--- src/rtl/pattern_match_engine.sv ---
// Pattern match engine: loads a 5-bit pattern from address 32, counts matches over
// bytes 0..31 (in-byte, per-byte, and across the whole bit stream), writes counts to 33..35.
module pattern_match_engine (
  input  logic       CLK,
  input  logic       Reset,
  input  logic       start,
  output logic       halt,
  output logic [7:0] mem_addr,
  input  logic [7:0] mem_rd_data,
  output logic       mem_wr_en,
  output logic [7:0] mem_wr_data
);

  typedef enum logic [2:0] {
    IDLE, LOAD_PAT, SCAN, WR_CTB, WR_CTO, WR_CTS, DONE
  } state_t;

  state_t      state, state_next;
  logic [4:0]  pattern, pattern_next;
  logic [3:0]  prev, prev_next;
  logic [4:0]  idx, idx_next;
  logic [7:0]  ctb, ctb_next;
  logic [7:0]  cto, cto_next;
  logic [7:0]  cts, cts_next;
  logic        halt_next;
  logic [7:0]  addr_next;
  logic        wr_en_next;
  logic [7:0]  wr_data_next;

  logic [11:0] window;
  logic [2:0]  in_cnt;
  logic [2:0]  cross_cnt;

  // Windows [4:0]..[7:3] lie inside the current byte; [8:4]..[11:7] straddle the previous one.
  assign window = {prev, mem_rd_data};

  always_comb begin
    in_cnt    = '0;
    cross_cnt = '0;
    for (int k = 0; k < 4; k++) begin
      if (mem_rd_data[k +: 5] == pattern) in_cnt = in_cnt + 3'd1;
      if (window[k + 4 +: 5] == pattern)  cross_cnt = cross_cnt + 3'd1;
    end
  end

  always_comb begin
    state_next   = state;
    pattern_next = pattern;
    prev_next    = prev;
    idx_next     = idx;
    ctb_next     = ctb;
    cto_next     = cto;
    cts_next     = cts;
    halt_next    = halt;
    addr_next    = mem_addr;
    wr_en_next   = 1'b0;
    wr_data_next = 8'd0;
    case (state)
      IDLE, DONE: begin
        if (start) begin
          state_next = LOAD_PAT;
          addr_next  = 8'd32;
          halt_next  = 1'b0;
        end
      end
      LOAD_PAT: begin
        pattern_next = mem_rd_data[7:3];
        prev_next    = '0;
        idx_next     = '0;
        ctb_next     = '0;
        cto_next     = '0;
        cts_next     = '0;
        halt_next    = 1'b0;
        addr_next    = 8'd0;
        state_next   = SCAN;
      end
      SCAN: begin
        ctb_next  = ctb + {5'd0, in_cnt};
        cto_next  = cto + {7'd0, (in_cnt != 3'd0)};
        // Byte 0 has no predecessor, so only its in-byte windows belong to the stream.
        cts_next  = cts + {5'd0, in_cnt} + ((idx != 5'd0) ? {5'd0, cross_cnt} : 8'd0);
        prev_next = mem_rd_data[3:0];
        if (idx == 5'd31) begin
          state_next   = WR_CTB;
          addr_next    = 8'd33;
          wr_en_next   = 1'b1;
          wr_data_next = ctb_next;
        end else begin
          idx_next  = idx + 5'd1;
          addr_next = {3'd0, idx + 5'd1};
        end
      end
      WR_CTB: begin
        state_next   = WR_CTO;
        addr_next    = 8'd34;
        wr_en_next   = 1'b1;
        wr_data_next = cto;
      end
      WR_CTO: begin
        state_next   = WR_CTS;
        addr_next    = 8'd35;
        wr_en_next   = 1'b1;
        wr_data_next = cts;
      end
      WR_CTS: begin
        state_next = DONE;
        addr_next  = 8'd0;
        halt_next  = 1'b1;
      end
      default: state_next = IDLE;
    endcase
  end

  always_ff @(posedge CLK or posedge Reset) begin
    if (Reset) begin
      state       <= IDLE;
      pattern     <= '0;
      prev        <= '0;
      idx         <= '0;
      ctb         <= '0;
      cto         <= '0;
      cts         <= '0;
      halt        <= 1'b0;
      mem_addr    <= '0;
      mem_wr_en   <= 1'b0;
      mem_wr_data <= '0;
    end else begin
      state       <= state_next;
      pattern     <= pattern_next;
      prev        <= prev_next;
      idx         <= idx_next;
      ctb         <= ctb_next;
      cto         <= cto_next;
      cts         <= cts_next;
      halt        <= halt_next;
      mem_addr    <= addr_next;
      mem_wr_en   <= wr_en_next;
      mem_wr_data <= wr_data_next;
    end
  end

endmodule

--- config.mk ---
export PLATFORM = sky130hd
export DESIGN_NAME = pattern_match_engine
export DESIGN_NICKNAME = d
export VERILOG_FILES = /design/src/rtl/pattern_match_engine.sv
export SDC_FILE = /design/constraint.sdc
export NUM_CORES = 1
export LEC_CHECK = 0
export BUFFER_PORTS_ARGS = -buffer_cell sky130_fd_sc_hd__buf_2
export CORE_UTILIZATION = 40
export DETAILED_ROUTE_END_ITERATION = 10
export GPL_TIMING_DRIVEN = 1
export SYNTH_ARGS = -nofsm -noshare
export SYNTH_HDL_FRONTEND = slang
export SYNTH_SLANG_ARGS = --single-unit
--- constraint.sdc ---
create_clock -name CLK -period 3.8 [get_ports CLK]
set_clock_uncertainty 0.2 [all_clocks]
set_input_delay 0.57 -clock CLK [delete_from_list [all_inputs] [get_ports CLK]]
set_output_delay 0.57 -clock CLK [all_outputs]
set_load 0.02 [all_outputs]
==> out/results.ini, run 1 <==
[outcome]
status = finished, violations left
failed_checks = negative setup slack

[finish]
final_cells = 583
drive_above_1_share = 0.369
final_common_cell = buf_4
areaGrowthSynthToFinish_pct = 28.6
final_cell_mix = buf_4 (66), dfrtp_1 (52), o21ai_0 (32)
nNetsFinal = 502
diodes = 0
final_util = 0.529

[logic_synthesis]
yosys_warnings = 0
ys_top_cells_by_area = dfrtp_1 (38%), xor2_1 (7.4%), ha_1 (6.3%), o21ai_0 (5.2%), xnor2_1 (5.1%)
ys_ff_latch = 57
ys_types = 53
synth_top_area_cell = dfrtp_1
netlist_instances = 386
yosysTopAreaCellShare = 0.377
avgSynthCellArea_um2 = 9.80
syn-cell-area_um2 = 3780
synth.yosys.seq_area_share = 0.377

[cts]
clockBufferDepth = 2
cts_hold_buf = 0
clk_pin_slew_ns = 0.07
cts.sinks = 57
cts_buffers = 9
cts-root-buf = clkbuf_8
clock_latency_ns = 0.33
htreeDepth = 3
cts_tree = done

[sta]
final.min_clock_period_ns = 3.85
tightest_slew_ns = 0.747
slew_headroom = 0.502
fin_ws_ns = -0.0473
finalSetupViolations = 3
rsz0062_at_grt = yes
setup_tns_ns = -0.117
finalHoldViolCount = 0
fin_hold_ws_ns = 0.149
fmax_mhz = 260
slew_viol_final = 0
finalCritPeriodShare = 1.01

[grt]
overflow = 0
grt_util_met2 = 0.310
grt_util_met1 = 0.247
top_usage_layer = met2
grt_util_met3 = 0.0358
grt_usage = 0.189
antenna_found_initial = 0
grt_max_degree = 35
grt_pass1_wl_um = 14800
grt_pass1_vias = 3099

[worst_setup_path]
cpMostUsedCell = ha_4
arrival_ns = 3.83
r2r-end = cts[3]
r2r_slack_ns = -0.05
cp-start-kind = flip-flop
cp_data_required_time_ns = 3.79
crit_type = reg2reg
worst_path_max_delay_cell = dfrtp_2
worstPathMaxFanout = 6
cp_cell_sequence = xor2_1 > nor3_2 > nand3_2 > ha_4 > xnor2_4 > inv_2 > ha_4 > mux2_4 > fa_1 > ha_2 > fa_2 > buf_4 > buf_6 > xnor2_2 > o21ai_1
crit-reg2reg-launch = pattern[2]
cp-end-kind = flip-flop
reg2reg_depth = 15
cpPeakStageDelay_ns = 0.47

[floorplan]
rows = 35
die_w_um = 99.2
start_util = 0.411
dieArea_um2 = 9850
chipHeight_um = 99.2
ioPinCount = 29
coreArea_um2 = 9200

[power]
ir_drop_uv = 304
pwr_density_cell_nw_per_um2 = 713
p_seq_frac = 0.282
switching_power_mw = 1.44
power_frac_clock = 0.188
total_power_mw = 3.47
swShare = 0.415
p_int_mw = 2.03
combPwrFrac = 0.530
p_leak_nw = 2.28

[place]
gp_congestion = 0.814
io_buffers = 26
hpwl_um = 6090
numPlacedInstances = 549

[detailed_routing]
vias_per_cell = 5.34
dr_total_vias = 3112
wl_per_cell_um = 15.0
routed_wirelength_um = 8730
dr.first_iter.drc_count = 144
drc = 0
drt_first_pass_iters = 4
drtAntennaViolNets = 0

[job]
maxCapViolations = 0

[min_path]
hp-class = in2async

flip-flops by register name (all words and copies together) (netlist names):
signal	count
halt	1
mem_wr_data	8
cts	8
ctb	8
pattern	5
state	3
prev	4
mem_wr_en	1
idx	5
mem_addr	6
cto	8
routing by layer:
layer,wire length [um],vias to the layer above
li1,-,1524
met1,3830,1505
met2,4440,71
met3,365,12
met4,94,0
met5,0,-
cell type report:
cell class | instances | area [um^2]
fill | 841 | 4330
sequential | 57 | 1430
clock buffer | 11 | 151
clock inverter | 5 | 77.6
multi-input combinational | 286 | 2340
timing repair buffer | 95 | 659
tap | 111 | 139
inverter | 18 | 67.6
worst max path at each step:
stage / from / endpoint / slack, ns / cells after the start
after floorplan: mem_rd_data[3] / cts[7] / -0.08 / 17
after global placement: mem_rd_data[4] / cts[6] / -0.24 / 20
after detailed placement: mem_rd_data[4] / cts[5] / -0.34 / 20
after CTS: pattern[3] / cts[7] / 0.0009 / 16
after global routing: pattern[3] / cts[5] / -0.25 / 17
final: pattern[2] / cts[3] / -0.05 / 15
through the flow:
step | instance area (um^2) | setup WS, ns
after CTS | 4660 | 0.000898
after detailed placement | 4350 | -0.336
after global placement | 4350 | -0.241
after floorplan | 3870 | -0.0831
final | 4870 | -0.0473
after global routing | 4870 | -0.251
power by group through the flow:
| stage | clock network [mW] | registers, mW | logic [mW] |
|---|---|---|---|
| finish | 0.651 | 0.978 | 1.84 |
| global route | 0.698 | 1.01 | 2.05 |
| CTS | 0.667 | 0.976 | 1.71 |
| detailed placement | 0 | 0.979 | 1.65 |
| global placement | 0 | 0.979 | 1.62 |
| floorplan | 0 | 0.885 | 1.30 |
repair_timing:
action	4_1_cts	5_1_grt
setup buffers	6	12
gates resized for setup	12	28
cloned	0	0
pin swaps	6	18
endpoints found under the hold margin	0	0
setup endpoints to repair	5	14
kinds of logic after synthesis:
family | Yosys count | share of synthesized area
buffers and inverters | 44 | 0.0612
adders and majority gates | 24 | 0.0893
AOI/OAI and AO/OA | 97 | 0.173
DFF | 57 | 0.377
muxes | 8 | 0.0238
other | 1 | 0.000991
and+or+nand+nor | 100 | 0.146
xor gates and xnor gates | 55 | 0.129
Yosys cell counts (all sizes together):
| cell type | number |
|---|---|
| xor2 | 33 |
| o221a | 1 |
| o41ai | 1 |
| nand2 | 31 |
| and2 | 4 |
| buf | 18 |
| conb | 1 |
| ha | 19 |
| a21o | 5 |
| o22a | 1 |
| a22oi | 8 |
| a311oi | 2 |
| nand2b | 2 |
| and3 | 2 |
| o211a | 1 |
| mux2 | 8 |
| nor3 | 10 |
| clkbuf | 8 |
| and4 | 1 |
| nor4 | 2 |
| o211ai | 2 |
| o32ai | 2 |
| a211o | 1 |
| nand4 | 10 |
| a32o | 2 |
| a31oi | 2 |
| o2111a | 2 |
| inv | 18 |
| o31ai | 6 |
| a21oi | 8 |
| a22o | 13 |
| nand3b | 1 |
| fa | 5 |
| o21ai | 39 |
| or4b | 1 |
| nand3 | 13 |
| dfrtp | 57 |
| nor2b | 5 |
| a32oi | 1 |
| or3b | 1 |
| xnor2 | 22 |
| nor2 | 17 |
critical path, delay by kind of cell (launching register included):
family	cells	cell delay [ns]
AO/OA/AOI/OAI	1	0.07
multiplexers	1	0.29
adder cells (fa/ha/maj)	5	1.57
flip-flops	1	0.47
AND/OR/NAND/NOR	2	0.38
XOR/XNOR	3	0.39
buffers and inverters	3	0.32
No activity file was read; power rests on OpenSTA's default activity.
==> inputs of run 2 (changes only) <==
--- a/config.mk
+++ b/config.mk
@@ -6,9 +6,10 @@
 export NUM_CORES = 1
 export LEC_CHECK = 0
 export BUFFER_PORTS_ARGS = -buffer_cell sky130_fd_sc_hd__buf_2
-export CORE_UTILIZATION = 40
+export CORE_UTILIZATION = 55
 export DETAILED_ROUTE_END_ITERATION = 10
 export GPL_TIMING_DRIVEN = 1
+export PLACE_DENSITY = 0.77
 export SYNTH_ARGS = -nofsm -noshare
 export SYNTH_HDL_FRONTEND = slang
 export SYNTH_SLANG_ARGS = --single-unit
==> run 2 against run 1 <==
Combinational power decreased by 2%. Sequential share of layout area is 1.1 points higher. Count of clock-buffer cells in the layout unchanged. Via count grew 0.84%. Die area shrank 27%. Critical path depth up 1. Non-clock buffer count down 8. Sequential power rose by 0.4%. Final area shrank 3.6%. Power down 1.2%. The run ends with design-rule violations, negative setup slack left.
==> out/results.ini, run 2 (synthesized netlist as in run 1, its figures left out) <==
[power]
total_power_mw = 3.43
p_leak_nw = 2.23
combPwrFrac = 0.526
switching_power_mw = 1.45
ir_drop_uv = 301
swShare = 0.424
p_int_mw = 1.97
p_seq_frac = 0.287
power_frac_clock = 0.188
pwr_density_cell_nw_per_um2 = 731

[sta]
finalCritPeriodShare = 1.01
rsz0062_at_grt = yes
slew_headroom = 0.520
finalSetupViolations = 2
fin_ws_ns = -0.0337
slew_viol_final = 0
fmax_mhz = 261
tightest_slew_ns = 0.717
finalHoldViolCount = 0
final.min_clock_period_ns = 3.83

[detailed_routing]
dr_total_vias = 3138
drt_first_pass_iters = 10
vias_per_cell = 5.80
dr.first_iter.drc_count = 203
routed_wirelength_um = 8810
drc = 4
wl_per_cell_um = 16.3
drtAntennaViolNets = 0

[floorplan]
die_w_um = 84.9
dieArea_um2 = 7210
rows = 29
start_util = 0.582
chipHeight_um = 84.9
ioPinCount = 29
coreArea_um2 = 6490

[grt]
grt_pass1_vias = 3030
antenna_found_initial = 0
grt_pass1_wl_um = 14700
grt_usage = 0.264
overflow = 0
grt_util_met3 = 0.0623
grt_util_met1 = 0.359
grt_max_degree = 31
top_usage_layer = met2
grt_util_met2 = 0.417

[cts]
clock_latency_ns = 0.35
htreeDepth = 3
clk_pin_slew_ns = 0.07
cts.sinks = 57
cts-root-buf = clkbuf_8
cts_buffers = 9
clockBufferDepth = 2
cts_tree = done

[place]
detailedPlace.worstSlack_ns = -0.313
io_buffers = 26
hpwl_um = 6040
gp_congestion = 0.915

[worst_setup_path]
cp-end-kind = flip-flop
worstPathMaxFanout = 6
crit_type = reg2reg
arrival_ns = 3.87
cp-start-kind = flip-flop
cp_data_required_time_ns = 3.84

[outcome]
failed_checks = design-rule violations, negative setup slack
status = finished, violations left

[finish]
diodes = 0
areaGrowthSynthToFinish_pct = 24.0
fillCellCount = 442
final_common_cell = buf_4
drive_above_1_share = 0.325
nNetsFinal = 494
final_cell_mix = buf_4 (60), dfrtp_1 (52), nand2_1 (31), xor2_1 (31), o21ai_0 (30)

[min_path]
hp-class = in2async

[job]
maxCapViolations = 0

[run 2: changes by cell type in the layout (fill, tap and decap cells not counted), moves of 3 or more]
cell    previous run  this run
buf_4             66        60
inv_1             11        14
inv_2              7         4
nor2_1            13        16
[run 2: timing repair]
item                                    CTS  global route
buffers inserted                          7             9
endpoints found under the setup margin    6             7
hold buffers                              0             0
pin swaps                                 7            10
gates resized for setup                  11            14
[run 2: cell type report]
| class | instances | area (um^2) | area share |
|---|---|---|---|
| repair buffers | 87 | 592 | 0.126 |
| clock buffers | 11 | 141 | 0.0301 |
| well taps | 77 | 96.3 | 0.0205 |
| clock inverters | 5 | 78.8 | 0.0168 |
| flip-flops and latches | 57 | 1430 | 0.305 |
| inverters | 18 | 67.6 | 0.0144 |
| multi-input cells | 286 | 2280 | 0.486 |
[run 2: path summary, 6_finish.rpt]
kind                       depth (start not counted)       start    endpoint  slack, ns
min in group CLK                                   1      cts[7]      cts[7]       0.29
hold reg to reg                                    1      cts[7]      cts[7]       0.29
max in group asynchronous                          3       Reset      idx[3]       2.53
setup / recovery                                  16  pattern[3]      cts[5]      -0.03
setup reg to reg                                  16  pattern[3]      cts[5]      -0.03
hold / removal                                     2       Reset  pattern[4]       0.08
[run 2: critical path, cell delays in order, from the launching register on]
cell and delay [ns]:
dfrtp_2 0.48, xor2_1 0.18, nor3_2 0.21, nand3_2 0.14, ha_4 0.33, xnor2_4 0.12
inv_2 0.06, ha_4 0.23, mux2_4 0.28, fa_1 0.44, ha_2 0.22, fa_2 0.35
a21oi_2 0.15, nor2b_2 0.07, buf_4 0.13, nand2_1 0.06, o21ai_1 0.06
[run 2: power groups by stage]
stage / Combinational (mW) / Clock [mW] / Sequential, mW
after floorplan: 1.30 / 0 / 0.885
after global placement: 1.56 / 0 / 0.975
after detailed placement: 1.61 / 0 / 0.986
after CTS: 1.71 / 0.649 / 0.975
after global routing: 1.97 / 0.677 / 1.00
final: 1.80 / 0.644 / 0.982
[run 2: routing by layer]
layer  routed length, um  vias to the layer above
met5                   0                        -
li1                    -                     1512
met3                 453                       14
met4                 140                        0
met2                4200                       81
met1                4010                     1531
[run 2: stage by stage]
stage,cells,instance area [um^2],hold WS (ns),setup TNS (ns),utilization
after floorplan,387,3870,0.252,-0.165,-
after global placement,509,4260,0.255,-1.06,0.656
after detailed placement,509,4260,0.279,-1.62,0.656
after CTS,532,4570,0.102,-0.0574,0.703
after global routing,541,4690,0.121,-0.985,0.722
final,541,4690,0.0775,-0.0424,0.722
==> inputs of run 3 (changes only) <==
--- a/config.mk
+++ b/config.mk
@@ -7,6 +7,7 @@
 export LEC_CHECK = 0
 export BUFFER_PORTS_ARGS = -buffer_cell sky130_fd_sc_hd__buf_2
 export CORE_UTILIZATION = 55
+export CTS_BUF_LIST = sky130_fd_sc_hd__clkbuf_16
 export DETAILED_ROUTE_END_ITERATION = 10
 export GPL_TIMING_DRIVEN = 1
 export PLACE_DENSITY = 0.77
==> constraint.sdc (replaced) <==
create_clock -name CLK -period 3.8 [get_ports CLK]
set_clock_uncertainty 0.2 [all_clocks]
set_input_delay 0.57 -clock CLK [delete_from_list [all_inputs] [get_ports CLK]]
set_output_delay 0.57 -clock CLK [all_outputs]
set_load 0.05 [all_outputs]
==> run 3 against run 2 <==
The run still ends with design-rule violations, negative setup slack left. Clock power rose by 33%. Combinational power up 12%. Largest power group unchanged. Non-clock buffer count grew 4. Worst hold slack better by 0.027 ns. Count of clock-buffer cells in the layout shrank 2. Die area stayed put. Final cell count up 0.74%. Critical path type unchanged. Routed wire length rose by 12%.
==> out/results.ini, run 3 (synthesized netlist as in run 1, its figures left out) <==
[power]
pwr_density_cell_nw_per_um2 = 794
swShare = 0.426
ir_drop_uv = 374
power_frac_clock = 0.222
combPwrFrac = 0.522
p_leak_nw = 2.30
p_seq_frac = 0.256
switching_power_mw = 1.64
p_int_mw = 2.21

[detailed_routing]
vias_per_cell = 6.12
dr_total_vias = 3337
dr.first_iter.drc_count = 308
wl_met3_um = 559
drc = 4
met1Wirelength_um = 4310
drtAntennaViolNets = 0
maxUsedRoutingLayer = met4
routed-wl-met2_um = 4780
routed_wirelength_um = 9880
wl_per_cell_um = 18.1
drt_first_pass_iters = 8

[cts]
cts.sinks = 57
cts_buffers = 9
htreeDepth = 3
clk_pin_slew_ns = 0.05
clockBufferDepth = 2
cts-root-buf = clkbuf_16
clock_latency_ns = 0.33
cts_tree = done

[grt]
grt_max_degree = 31
grt_pass1_wl_um = 14800
overflow = 0
grt_usage = 0.267
grt_pass1_vias = 3068
antenna_found_initial = 0

[floorplan]
dieArea_um2 = 7210
rows = 29
start_util = 0.582
chipHeight_um = 84.9
die_w_um = 84.9
coreArea_um2 = 6490
ioPinCount = 29

[sta]
slew_headroom = 0.500
tightest_slew_ns = 0.747
final.min_clock_period_ns = 4.03
fmax_mhz = 248
slew_viol_final = 0
finalHoldViolCount = 0
rsz0062_at_grt = yes
finalSetupViolations = 6
finalCritPeriodShare = 1.06
fin_ws_ns = -0.229

[outcome]
status = finished, violations left
failed_checks = design-rule violations, negative setup slack

[finish]
areaGrowthSynthToFinish_pct = 28.3
diodes = 0
final_util = 0.747
fillCellCount = 414
nNetsFinal = 498
final_cell_mix = buf_4 (58), dfrtp_1 (52), nand2_1 (30), xor2_1 (30), o21ai_0 (29)
drive_above_1_share = 0.338
final_common_cell = buf_4

[place]
io_buffers = 26
hpwl_um = 6040
gp_congestion = 0.915
detailedPlace.worstSlack_ns = -0.313

[worst_setup_path]
cp_data_required_time_ns = 3.85
worst_path_max_delay_cell = fa_1
crit_buf_inv = 4
crit_family = adder cells
crit_type = reg2reg
cp-start-kind = flip-flop
worstPathMaxFanout = 5
cp_cell_sequence = buf_4 > xnor2_1 > nand4_1 > inv_1 > ha_4 > xor2_2 > ha_2 > inv_1 > a311oi_2 > o21ai_2 > fa_1 > inv_2 > fa_2 > a21oi_2 > nor2b_2 > nand4_1 > nand3_1 > o21ai_1
arrival_ns = 4.08
cp-end-kind = flip-flop
cpPeakStageDelay_ns = 0.52

[min_path]
hp-class = in2async

[job]
maxCapViolations = 0

==> run 3: repair_timing <==
item | 4_1_cts | 5_1_grt
gates resized for setup | 12 | 24
endpoints found under the setup margin | 6 | 6
pin swaps | 6 | 20
hold buffers | 0 | 0
setup buffers | 9 | 11
gates cloned | 0 | 0
==> run 3: through the flow <==
step / area [um^2] / hold WS [ns] / power (mW) / TNS [ns] / std cells
after floorplan: 3870 / 0.252 / 2.25 / -0.165 / 387
after global placement: 4260 / 0.255 / 2.60 / -1.06 / 509
after detailed placement: 4260 / 0.279 / 2.66 / -1.62 / 509
after CTS: 4670 / 0.126 / 3.63 / -0.126 / 534
after global routing: 4850 / 0.159 / 4.06 / -2.53 / 545
final: 4850 / 0.105 / 3.85 / -0.867 / 545
==> run 3: power groups by stage <==
stage / Clock [mW] / Sequential [mW] / Combinational [mW]
detailed placement: 0 / 0.986 / 1.68
global route: 0.893 / 1.00 / 2.16
global placement: 0 / 0.975 / 1.63
finish: 0.855 / 0.985 / 2.01
CTS: 0.859 / 0.976 / 1.79
floorplan: 0 / 0.948 / 1.30
==> run 3: worst paths after layout <==
path                                   from     endpoint  slack, ns  depth (start not counted)
max in group asynchronous             Reset       cto[2]       2.49                          3
worst min-delay path                  Reset   pattern[4]       0.10                          2
worst max register to register   pattern[4]       cts[7]      -0.23                         18
worst min register to register  mem_addr[0]  mem_addr[0]       0.29                          2
worst max-delay path             pattern[4]       cts[7]      -0.23                         18
min in group CLK                mem_addr[0]  mem_addr[0]       0.29                          2
==> run 3: metal layers <==
layer / global-route usage / vias to the layer above
li1: - / 1518
met1: 0.367 / 1640
met2: 0.418 / 154
met3: 0.0516 / 25
met4: 0.106 / 0
met5: 0 / -
==> run 3: final cells by class <==
class / instances / area (um^2) / share of cell area
multi-input cells: 286 / 2300 / 0.474
flip-flops and latches: 57 / 1430 / 0.295
repair buffers: 91 / 644 / 0.133
clock buffers: 9 / 225 / 0.0464
well taps: 77 / 96.3 / 0.0199
clock inverters: 7 / 86.3 / 0.0178
inverters: 18 / 67.6 / 0.0139
